$ cat src/rtl/ring_sequence_decoder.sv
// Receive-side decoder for a one-hot ring counter bus: locks onto the legal
// rotation sequence, reports the hot-bit index and flags wraps and sequence errors.
module ring_sequence_decoder #(
    parameter int WIDTH      = 4,
    parameter int SHIFT_LEFT = 1,
    parameter int LOCK_CNT   = 4,
    parameter int CNT_W      = 8,
    localparam int IW        = (WIDTH > 1) ? $clog2(WIDTH) : 1
) (
    input  logic             clk,
    input  logic             reset,
    input  logic             en,
    input  logic [WIDTH-1:0] q_in,
    input  logic             err_clr,
    output logic [IW-1:0]    idx,
    output logic             idx_valid,
    output logic             locked,
    output logic             wrap,
    output logic             err,
    output logic [CNT_W-1:0] err_count
);

    localparam int RW = $clog2(LOCK_CNT + 1);
    localparam logic [RW-1:0]    RUN_LAST = RW'(LOCK_CNT - 1);
    localparam logic [RW-1:0]    RUN_FULL = RW'(LOCK_CNT);
    localparam logic [CNT_W-1:0] CNT_MAX  = {CNT_W{1'b1}};

    typedef enum logic [1:0] {
        UNLOCKED = 2'd0,
        LOCKING  = 2'd1,
        LOCKED   = 2'd2
    } state_t;

    state_t           state_r;
    logic [WIDTH-1:0] prev_r;
    logic [RW-1:0]    run_r;

    logic [WIDTH-1:0] nxt_s;
    logic             legal_s;
    logic             hot_s;
    logic             cross_s;
    logic             err_event_s;
    logic [IW-1:0]    hit_idx_s;

    function automatic logic onehot(input logic [WIDTH-1:0] x);
        int ones;
        ones = 0;
        for (int i = 0; i < WIDTH; i++) begin
            ones = ones + int'(x[i]);
        end
        return (ones == 1);
    endfunction

    function automatic logic [WIDTH-1:0] next_pat(input logic [WIDTH-1:0] p);
        if (SHIFT_LEFT != 0) begin
            return {p[WIDTH-2:0], p[WIDTH-1]};
        end else begin
            return {p[0], p[WIDTH-1:1]};
        end
    endfunction

    function automatic logic [IW-1:0] index_of(input logic [WIDTH-1:0] x);
        logic [IW-1:0] r;
        r = '0;
        for (int i = 0; i < WIDTH; i++) begin
            if (x[i]) begin
                r = IW'(i);
            end
        end
        return r;
    endfunction

    // The wrap crosses the ends when the hot bit leaves the edge it rotates out of.
    assign nxt_s       = next_pat(prev_r);
    assign legal_s     = (q_in == nxt_s);
    assign hot_s       = onehot(q_in);
    assign hit_idx_s   = index_of(q_in);
    assign cross_s     = (SHIFT_LEFT != 0) ? prev_r[WIDTH-1] : prev_r[0];
    assign err_event_s = en & (state_r == LOCKED) & ~legal_s;

    // Lock FSM, pattern history and all registered outputs.
    always_ff @(posedge clk) begin
        if (reset) begin
            state_r   <= UNLOCKED;
            prev_r    <= '0;
            run_r     <= '0;
            idx       <= '0;
            idx_valid <= 1'b0;
            locked    <= 1'b0;
            wrap      <= 1'b0;
            err       <= 1'b0;
            err_count <= '0;
        end else begin
            wrap <= 1'b0;
            err  <= 1'b0;
            if (err_clr) begin
                err_count <= '0;
            end else if (err_event_s && (err_count != CNT_MAX)) begin
                err_count <= err_count + CNT_W'(1);
            end
            if (en) begin
                case (state_r)
                    UNLOCKED: begin
                        if (hot_s) begin
                            prev_r  <= q_in;
                            run_r   <= '0;
                            state_r <= LOCKING;
                        end
                    end
                    LOCKING: begin
                        if (legal_s) begin
                            prev_r <= q_in;
                            if (run_r == RUN_LAST) begin
                                run_r     <= RUN_FULL;
                                state_r   <= LOCKED;
                                idx       <= hit_idx_s;
                                idx_valid <= 1'b1;
                                locked    <= 1'b1;
                            end else begin
                                run_r <= run_r + RW'(1);
                            end
                        end else if (hot_s) begin
                            prev_r <= q_in;
                            run_r  <= '0;
                        end else begin
                            state_r <= UNLOCKED;
                        end
                    end
                    LOCKED: begin
                        if (legal_s) begin
                            prev_r <= q_in;
                            idx    <= hit_idx_s;
                            wrap   <= cross_s;
                        end else begin
                            err       <= 1'b1;
                            locked    <= 1'b0;
                            idx_valid <= 1'b0;
                            state_r   <= UNLOCKED;
                        end
                    end
                    default: begin
                        state_r <= UNLOCKED;
                    end
                endcase
            end
        end
    end

endmodule
$ cat config.mk
export PLATFORM = sky130hd
export DESIGN_NAME = ring_sequence_decoder
export DESIGN_NICKNAME = d
export VERILOG_FILES = /design/src/rtl/ring_sequence_decoder.sv
export SDC_FILE = /design/constraint.sdc
export NUM_CORES = 1
export LEC_CHECK = 0
export CAP_MARGIN = 20
export CORE_UTILIZATION = 37
export CTS_CLUSTER_SIZE = 12
export DETAILED_ROUTE_END_ITERATION = 8
export PLACE_DENSITY_LB_ADDON = 0.2
export SLEW_MARGIN = 40
export SYNTH_ARGS = -nofsm -noshare
export SYNTH_HDL_FRONTEND = slang
export SYNTH_SLANG_ARGS = --single-unit
$ cat constraint.sdc
create_clock -name clk -period 6.6 [get_ports clk]
set_clock_uncertainty 0.2 [all_clocks]
set_input_delay 1.32 -clock clk [delete_from_list [all_inputs] [get_ports clk]]
set_output_delay 1.32 -clock clk [all_outputs]
set_load 0.005 [all_outputs]
Word-level counts from Yosys, hierarchy flattened

Cells that the tools add are included.

Bits in registers: 22
Memories kept: 0
Memory bits (read-only): 0
Output and inout port bits: 14
Bits in writable memories: 0
Latch bits: 0
Logic and storage cells: 70

Shifts and indexed selects: 0
Bitwise logic cells: 5
Multiply operators: 0
Divide/modulo/power cells: 0
Mux-type cells: 26
Add/subtract/negate cells: 5
Equal/unequal tests: 13
Reductions and logical operators: 13
$lt $le $gt $ge: 0

Operators by type and width:

| kind                  | number |
|---|---|
| $mux W2               | 10 |
| $reduce_and A5 Y1     | 3 |
| $mux W4               | 3 |
| $pmux W4 S3           | 1 |
| $ne A2 B2 Y1 const B  | 5 |
| $mux W3               | 3 |
| $add A8 B1 Y8 const B | 1 |
| $ne A8 B8 Y1 const B  | 1 |
| $ne A3 B3 Y1 const B  | 2 |
| $pmux W2 S3           | 1 |
| $pmux W3 S2           | 1 |
| $mux W1               | 5 |
| $add A3 B1 Y4         | 1 |
| $eq A4 B1 Y1 const B  | 1 |
| $eq A4 B4 Y1          | 1 |
| $pmux W2 S2           | 1 |
| $reduce_bool A2 Y1    | 2 |
| $reduce_or A4 Y1      | 1 |
| $add A2 B1 Y3         | 1 |
| $add A3 B1 Y3 const B | 1 |
| $eq A3 B2 Y1 const B  | 1 |
| $not A1 Y1            | 3 |
| $reduce_and A3 Y1     | 1 |
| $reduce_bool A3 Y1    | 1 |
| 10 further kinds      | 11 |

Depth between registers and ports, before layout

Gate-level depths: netlist of the first run.

Depth after elaboration: 7
Gate-level depth with buffers: 9
Gate-level depth less buffers: 9

Worst setup path before layout of the first run

No wires, ideal clock.

Kind: input-to-reg
From: input port q_in[0]
To: register state_r[0]
Arrival time: 3.569 ns
Setup slack: 2.759 ns
Required time: 6.328 ns
Buffers on the path: 0
Cell stages on the path: 9
Library setup time: 0.072 ns
Cells stage by stage: inv_1 > fa_1 > inv_1 > ha_1 > ha_1 > or3b_1 > and2_1 > a2111oi_2 > mux2i_1

Cells in the longest elaborated chain, start to end: 6

Ends and longest elaborated chain:

| item                                                          | RTL line | text |
|---|---|---|
| start, declared                                               | 13       | `input logic [WIDTH-1:0] q_in,` |
| $add A1 B1 Y2                                                 | 49       | `ones = ones + int'(x[i]);` |
| $add A2 B1 Y3                                                 | 49       |  |
| $add A3 B1 Y4                                                 | 49       |  |
| $eq A4 B1 Y1                                                  | 51       | `return (ones == 1);` |
| $ne A3 B3 Y1 (no line) / $ne A2 B2 Y1 (equally long branches) | -        |  |
| $reduce_and A5 Y1 (no line)                                   | -        |  |
| end signal, assigned                                          | 84       | `state_r <= UNLOCKED;` |
| end signal, assigned                                          | 107      | `state_r <= LOCKING;` |
| end signal, assigned                                          | 115      | `state_r <= LOCKED;` |
| end, declared                                                 | 34       | `state_t state_r;` |

Several ways; a longest one is shown, not always the timed one.
A chain may end at the register's enable or synchronous reset.

Final worst setup path of the first run

From: input port q_in[0]
To: register state_r[1]

The elaborated chain is that of the path after synthesis.

==> flow_metrics.tcl, run 1 <==
set metrics [dict create \
    outcome "completed" \
    drive_gt1_share_pct 8.333 \
    post-route-period-util_pct 65.64 \
    wl_per_cell_um 13.78 \
    critPathBufInv 3 \
    ys_async_sr_fraction_pct 0 \
    drc 0 \
    cts_resized 0 \
    synthTopCellsByCount "dfxtp_1, inv_1, a21oi_1" \
    vias 1148 \
    setup_ws_ns 2.267 \
    switching_share_pct 29.14 \
    r2r_end "err_count[4]" \
    cellPowerDensity_mw_per_mm2 174.8 \
    synthCells 150 \
    crit_arrival_ns 4.33 \
    slowest_stage "clkdlybuf4s50_1" \
    root_buffer "clkbuf_8" \
    seq_area_frac_synth_pct 31.91 \
    combPwrFrac_pct 23.4 \
    ios 22 \
    drt_first_pass_iters 4 \
    setup_violations 0 \
    cap_violations 0 \
    slowest_delay_ns 0.56 \
    drtIter0Drc 46 \
    antenna_cells 0 \
    r2r_start "state_r[0]" \
    nets 188 \
    antenna_found_initial 0 \
    grt_use_total_pct 16.16 \
    yosysMostFrequentCell "dfxtp_1" \
    synth.top_cell.area_share_pct 31.91 \
    cts.sinks 22 \
    leakage_uw 0.0006097 \
    yosys.cell_types.count 44 \
    post-place-ws_ns 1.986 \
    finalMaxSlewViolations 0 \
    clockPowerShare_pct 28.4 \
    wl_um 2949 \
    slew_headroom_pct 54.90 \
    path_cells "clkdlybuf4s50_1, inv_1, fa_1, inv_1, ha_1, ha_1, or3b_1, and2_1, a2111oi_2, mux2i_1" \
    io_buffers 21 \
    intPower_uw 207.0 \
    die_area_mm2 0.003978 \
    hold_viol_final 0 \
    post-dp-hpwl_um 2255 \
    post_cts_buffers 0 \
    rsz0062_at_grt "no" \
    p_switching_uw 85.10 \
    ir_drop_mv 0.08875 \
    netlist_top_cells_area "dfxtp_1, ha_1, inv_1" \
    critical_path.top_delay_family "adder cells" \
    end_kind "register" \
    hp-class "register to register" \
    cts_max_level 1 \
    tightest_slew_ns 0.6742 \
    place.gp.congestion 0.8341 \
    routed_via_density 5.364 \
    grt_max_degree 17 \
    min_period_ns 4.333 \
    syn_nets 168 \
    synth-edff-count 0 \
    worstPathMaxFanout 6 \
    die_y_um 63.08 \
    die_w_um 63.08 \
    r2r_cells 6 \
    pwr-share-seq_pct 48.2 \
    core_area_mm2 0.003442 \
    tns_ns 0 \
    synth_area_mm2 0.001380 \
    syn2layout_area_growth_pct 21.03 \
    grt_pass1_vias 1129 \
    cts_tree "done" \
    whs_path_depth 1 \
    cp_num_cells 10 \
    ys_seq_elements 22 \
    initial_core_util_pct 40.09 \
    clk_latency_ns 0.26 \
    numCtsBuffers 3 \
    ys_warn_count 0 \
    drtAntennaViolNets 0 \
    hold-path-endpoint "run_r[2]" \
    critPathLaunchType "input port" \
    path_clk_slew_ns 0.08 \
    fp-row-count 21 \
    avgSynthCellArea_um2 9.200 \
    worstHoldStart "run_r[2]" \
    hold_buffers 0 \
    synth_area_leader_cell "dfxtp_1" \
    ys.flop_type "dfxtp_1" \
    reg2reg_slack_ns 4.53 \
    max_freq_mhz 230.8 \
    cp.required_ns 6.60 \
    grt_pass1_wl_um 5168 \
    clockBufferDepth 2 \
    grt_overflow 0 \
    critPathKind "input port to register" \
]
[how the worst max path moves through the flow]
| stage | start | endpoint | slack [ns] |
|---|---|---|---|
| after floorplan | q_in[0] | state_r[0] | 2.76 |
| after global placement | q_in[0] | state_r[0] | 2.08 |
| after detailed placement | q_in[0] | state_r[0] | 1.99 |
| after CTS | q_in[0] | state_r[1] | 2.26 |
| after global routing | q_in[3] | state_r[1] | 2.09 |
| final | q_in[0] | state_r[1] | 2.27 |
[cell families (layout without fill, tap and decap cells)]
family | count (synthesis) | after routing | share of synthesized area (%)
AO/OA/AOI/OAI | 44 | 44 | 23.94
flip-flops | 22 | 22 | 31.91
buffers and inverters | 25 | 43 | 7.343
multiplexers | 2 | 2 | 1.451
XOR/XNOR | 8 | 8 | 7.253
AND/OR/NAND/NOR | 39 | 39 | 18.49
adder cells (fa/ha/maj) | 10 | 10 | 9.610
[layout make-up]
class	count	area, µm²
flip-flops and latches	22	440.4
fillers	335	1772
inverters	19	71.32
clock buffers	3	41.29
well taps	46	57.56
repair buffers	21	210.2
multi-input cells	103	849.6
[per-layer routing]
metal  track usage [%]  vias to the layer above  wire length, µm
met2             27.55                       15             1429
met5                 0                        -                0
met4             7.558                        0               61
li1                  -                      583                -
met3             2.717                        6               71
met1             19.57                      544             1387
[registers in the layout (all words and copies together) (netlist names)]
name,flops
prev_r,4
state_r,2
idx,2
locked,1
err,1
wrap,1
err_count,8
run_r,3
[cells in the final DEF, fill, tap and decap left out, types with 3 or more instances in the layout]
cell type and n:
a21oi_1 13, a311oi_1 3, and3_1 4, clkbuf_8 3, clkdlybuf4s50_1 21, dfxtp_1 22, ha_1 9, inv_1 19
nand2_1 3, nand2b_1 6, nor2_1 6, o21ai_0 5, o31ai_1 5, o32ai_1 4, or3_1 3, or4_1 3
xnor2_1 4, xor2_2 4
[metrics by stage]
step | cells | power (µW) | util [%] | instance area, µm² | hold slack, ns
floorplan | 150 | 189.7 | - | 1380 | 0.2419
global placement | 211 | 209.4 | 47.00 | 1618 | 0.2546
detailed placement | 211 | 212.2 | 47.33 | 1629 | 0.2645
CTS | 214 | 296.1 | 48.53 | 1670 | 0.2837
global route | 214 | 310.3 | 48.53 | 1670 | 0.3191
finish | 214 | 292.1 | 48.53 | 1670 | 0.2774
[power groups by stage]
stage	Clock (µW)	Combinational [µW]	Sequential, µW
6_report	82.8	68.5	141
5_1_grt	91.9	76.9	141
4_1_cts	86.9	68.5	141
3_5_place_dp	0	68.3	144
3_3_place_gp	0	65.8	144
2_1_floorplan	0	46.3	143
(Power assumes the default switching activity.)
==> run 2: changes to the inputs <==
clock period = 4.13 ns   (was 6.6 ns; I/O delays follow)
==> flow_metrics.tcl, run 2 (synthesis gave the netlist of run 1 again) <==
set metrics [dict create \
    slowest_stage "fa_1" \
    register_area_um2 440.4 \
    layout_common_cells "dfxtp_1, clkdlybuf4s50_1, inv_1, a21oi_1, ha_1" \
    multi_input_area_um2 838.3 \
    clockBufferDepth 2 \
    setup_violations 0 \
    wl_um 2949 \
    place.gp.congestion 0.8088 \
    slew_headroom_pct 59.35 \
    met3_length_um 61 \
    total_power_uw 492.8 \
    grt_overflow 0 \
    antenna_found_initial 0 \
    reg2reg_slack_ns 2.05 \
    grt_pass1_vias 1071 \
    critical_path.top_delay_family "adder cells" \
    max_freq_mhz 270.1 \
    cellPowerDensity_mw_per_mm2 289.4 \
    finalMaxSlewViolations 0 \
    drtIter0Drc 51 \
    drc 0 \
    nets 192 \
    hold_buffers 0 \
    drt_first_pass_iters 4 \
    end_kind "register" \
    post-dp-hpwl_um 2237 \
    drive_gt1_share_pct 10.98 \
    wl_per_cell_um 13.47 \
    path_cells "clkdlybuf4s50_1, inv_1, fa_1, inv_1, ha_1, ha_1, or3b_1, and2_1, a2111oi_2, mux2i_1" \
    rsz0062_at_grt "no" \
    r2r_cells 7 \
    antenna_cells 0 \
    fillers 338 \
    die_area_mm2 0.003978 \
    whs_path_depth 1 \
    clk_latency_ns 0.27 \
    root_buffer "clkbuf_8" \
    cp_num_cells 10 \
    min_period_ns 3.702 \
    critPathKind "input port to register" \
    critPathLaunchType "input port" \
    tns_ns 0 \
    slowest_delay_ns 0.53 \
    initial_core_util_pct 40.09 \
    crit_arrival_ns 3.70 \
    ios 22 \
    cts.sinks 22 \
    final_common_cell "dfxtp_1" \
    regMostFlops "err_count" \
    top_layer_used "met4" \
    worstPathMaxFanout 6 \
    drt-met1-wl_um 1392 \
    cap_violations 0 \
    biggestRegsByFlops "err_count (8), prev_r (4), run_r (3)" \
    cp.required_ns 4.13 \
    tightest_slew_ns 0.6078 \
    met2WireLength_um 1446 \
    fp-row-count 21 \
    core_area_mm2 0.003442 \
    vias 1170 \
    syn2layout_area_growth_pct 23.39 \
    post_cts_buffers 0 \
    drtAntennaViolNets 0 \
    post-route-period-util_pct 89.63 \
    io_buffers 21 \
    cts_max_level 1 \
    largest_reg_flops 8 \
    grt_max_degree 17 \
    leakage_uw 0.0006341 \
    critPathBufInv 3 \
    hold_viol_final 0 \
    die_y_um 63.08 \
    ir_drop_mv 0.1540 \
    cts_tree "done" \
    grt_pass1_wl_um 4981 \
    hp-class "register to register" \
    grt_use_total_pct 15.84 \
    routed_via_density 5.342 \
    die_w_um 63.08 \
    cts_resized 0 \
    outcome "completed" \
    path_clk_slew_ns 0.08 \
    numCtsBuffers 3 \
]
## run 2: final timing paths
path	end	startpoint
hold reg to reg	run_r[2]	run_r[2]
hold / removal	run_r[2]	run_r[2]
setup / recovery	state_r[1]	q_in[0]
setup reg to reg	err_count[5]	state_r[0]
## run 2: power by group
| group | internal [µW] | switching, µW | total [µW] |
|---|---|---|---|
| logic | 49.1 | 61.1 | 110 |
| clock network | 85.1 | 72.5 | 158 |
| registers | 218 | 6.62 | 225 |
| total | 353 | 140 | 493 |
## run 2: metal layers
metal  up-vias  global-route usage [%]
met3         5                   2.717
met5         -                       0
li1        590                       -
met2        14                   26.21
met1       561                   20.20
met4         0                   6.395
## run 2: cell type report
class / instances / share of cell area [%]
multi-input cells: 103 / 49.23
flip-flops and latches: 22 / 25.86
repair buffers: 25 / 14.11
inverters: 19 / 4.188
well taps: 46 / 3.380
clock buffers: 4 / 3.233
## run 2: worst register-to-register path, delay by kind of cell, from the launching register on
family	cells	cell delay, ns
AOI/OAI and AO/OA	2	0.21
adders and majority gates	1	0.27
buffers and inverters	2	0.27
DFF	1	0.36
and+or+nand+nor	2	0.70
## run 2: per-stage QoR
| step | hold slack, ns | setup WS, ns | instances | util (%) | instance area [µm²] |
|---|---|---|---|---|---|
| 6_report | 0.2757 | 0.4283 | 219 | 49.47 | 1703 |
| 5_1_grt | 0.2959 | 0.2354 | 219 | 49.47 | 1703 |
| 4_1_cts | 0.2819 | 0.4067 | 219 | 49.47 | 1703 |
| 3_5_place_dp | 0.2626 | 0.1279 | 215 | 47.87 | 1648 |
| 3_3_place_gp | 0.2540 | 0.2158 | 215 | 47.87 | 1648 |
| 2_1_floorplan | 0.2419 | 0.7834 | 150 | - | 1380 |
==> variant (settings of run 2) <==
The parameter `SHIFT_LEFT` goes from 1 to 0.
--- a/src/rtl/ring_sequence_decoder.sv
+++ b/src/rtl/ring_sequence_decoder.sv
@@ -3,5 +3,5 @@
 module ring_sequence_decoder #(
     parameter int WIDTH      = 4,
-    parameter int SHIFT_LEFT = 1,
+    parameter int SHIFT_LEFT = 0,
     parameter int LOCK_CNT   = 4,
     parameter int CNT_W      = 8,
Function: changed (a bounded check fails within 10 cycles, from zero or initial values and one cycle with reset high).
==> variant against run 2 <==
Area after synthesis increased by 1.4%; final area is 0.66% higher; power fell by 1.2%; hold slack lost 0.0022 ns; die area rose by 1.3%; final cell count is 0.46% higher; clock power decreased by 4%; worst setup slack better by 0.069 ns; wire length down 5.7%; synthesized cell count did not move; sequential cell count unchanged; largest power group unchanged.
==> variant: results (changes against run 2) <==
Leak 0.642 nW (+1.3%); XOR/XNOR Fraction of Synth Area 7.16% (-0.097 points); Vias 1174 (+0.34%); gpl congestion 0.767 (-5.2%); vias in the first global route 1103 (+3.0%); Slowest Stage Delay on Critical Path 0.53 ns (about the same); cells on worst reg2reg path 7 (unchanged); met3 Use GR 2.36% (-0.36 points); Critical Path Fanout Max 2 (-4); Nets 193 (+0.52%); 1st-iter DRT viols 60 (+18%); grt met2 use 27.1% (+0.92 points); Commonest cells post-synth dfxtp_1 (22), inv_1 (19), a21oi_1 (13), ha_1 (9); die width 63.5 um (+0.65%); adder-cell share of the synthesized area 9.48% (-0.13 points); Net Sw Power 0.132 mW (-5.6%); Area growth syn-to-layout 22.5%; Hold Path End run_r[2]; Tot GR Track Use 14.8% (-1.0 points); FILL cells 339 (+0.30%); initial antenna violation count 0 (unchanged); outcome complete, no violations; post-CTS resize count 0 (unchanged); arrival time at the worst endpoint 3.62 ns (-0.08 ns); first-pass iteration count of the detailed router 4 (unchanged); Mapped Avg Cell Area 9.33 sq um (+1.4%); hold path start run_r[2]; top cells by area, synth dfxtp_1 (31%), ha_1 (8.1%), inv_1 (5.1%), a21oi_1 (4.7%), xor2_2 (4.7%); Peak VDD IR 0.179 mV (+16%); Netlist cell types 47 (+6.8%); Inst Count DP 216 (+0.47%); final WL 2.78 mm (-5.7%); worst rel slew slack 60.1% (+0.72 points); Compound-Gate Fraction of Synth Area 23.7% (-0.23 points); grt met1 use 18.0% (-2.2 points); proportion of synthesized chip area in sequential cells 31.5% (-0.43 points); DRT antenna net count 0 (unchanged); global-route wire length before repair 4.82 mm (-3.2%); Clock Latency Late Sink 0.25 ns (-0.02 ns); wire length per cell 12.6 um (-6.1%); share of cells above drive strength 1 13.2% (+2.2 points); multiplexer share of the synthesized area 1.43% (-0.019 points); HPWL after detailed placement 2.18 mm (-2.5%)
[variant: changes by cell type in the layout (fill, tap and decap cells not counted), sizes merged]
| cell | before | now |
|---|---|---|
| buf | 4 | 5 |
[variant: cells by family (layout without fill, tap and decap cells)]
kind of cell    after synthesis  in the layout
compound gates               44             44
xor+xnor                      8              8
fa+ha+maj                    10             10
buf+inv                      25             49
flops                        22             22
mux                           2              2
simple gates                 39             39
[variant: worst max path at each step]
stage	startpoint	end
finish	q_in[0]	state_r[1]
global route	q_in[0]	state_r[1]
CTS	q_in[0]	state_r[1]
detailed placement	q_in[0]	state_r[1]
global placement	q_in[0]	state_r[0]
floorplan	q_in[0]	state_r[0]
[variant: cell type report]
cell class | instances | area (sq um) | area share [%]
Clock buffer | 4 | 55.1 | 3.21
Timing Repair Buffer | 26 | 248 | 14.5
Tap cell | 46 | 57.6 | 3.36
Sequential cell | 22 | 440 | 25.7
Multi-Input combinational cell | 103 | 842 | 49.1
Inverter | 19 | 71.3 | 4.16
[variant: critical path: cells and delay by family]
kind	cells	cell delay, ns
multiplexers	1	0.23
adder cells (fa/ha/maj)	3	0.97
AND/OR/NAND/NOR	2	0.55
AO/OA/AOI/OAI	1	0.42
buffers and inverters	3	0.61
[variant: power by group through the flow]
| stage | registers [mW] | logic [mW] | clock network [mW] |
|---|---|---|---|
| 2_1_floorplan | 0.229 | 0.0746 | 0 |
| 6_report | 0.225 | 0.111 | 0.151 |
| 3_5_place_dp | 0.230 | 0.111 | 0 |
| 5_1_grt | 0.226 | 0.125 | 0.169 |
| 3_3_place_gp | 0.230 | 0.109 | 0 |
| 4_1_cts | 0.225 | 0.112 | 0.157 |
[variant: through the flow]
| step | cell area, sq um | hold WS, ns | setup slack (ns) | power (mW) |
|---|---|---|---|---|
| after global placement | 1660 | 0.248 | 0.315 | 0.339 |
| after detailed placement | 1660 | 0.259 | 0.206 | 0.341 |
| after global routing | 1710 | 0.300 | 0.355 | 0.520 |
| after CTS | 1710 | 0.278 | 0.482 | 0.494 |
| after floorplan | 1400 | 0.242 | 0.783 | 0.304 |
| final | 1710 | 0.274 | 0.497 | 0.487 |
[variant: metal layers]
layer / share of wire [%] / vias to the layer above
met1: 45 / 557
met5: 0 / -
met2: 52 / 23
met4: 0 / 0
li1: - / 594
met3: 2.7 / 0
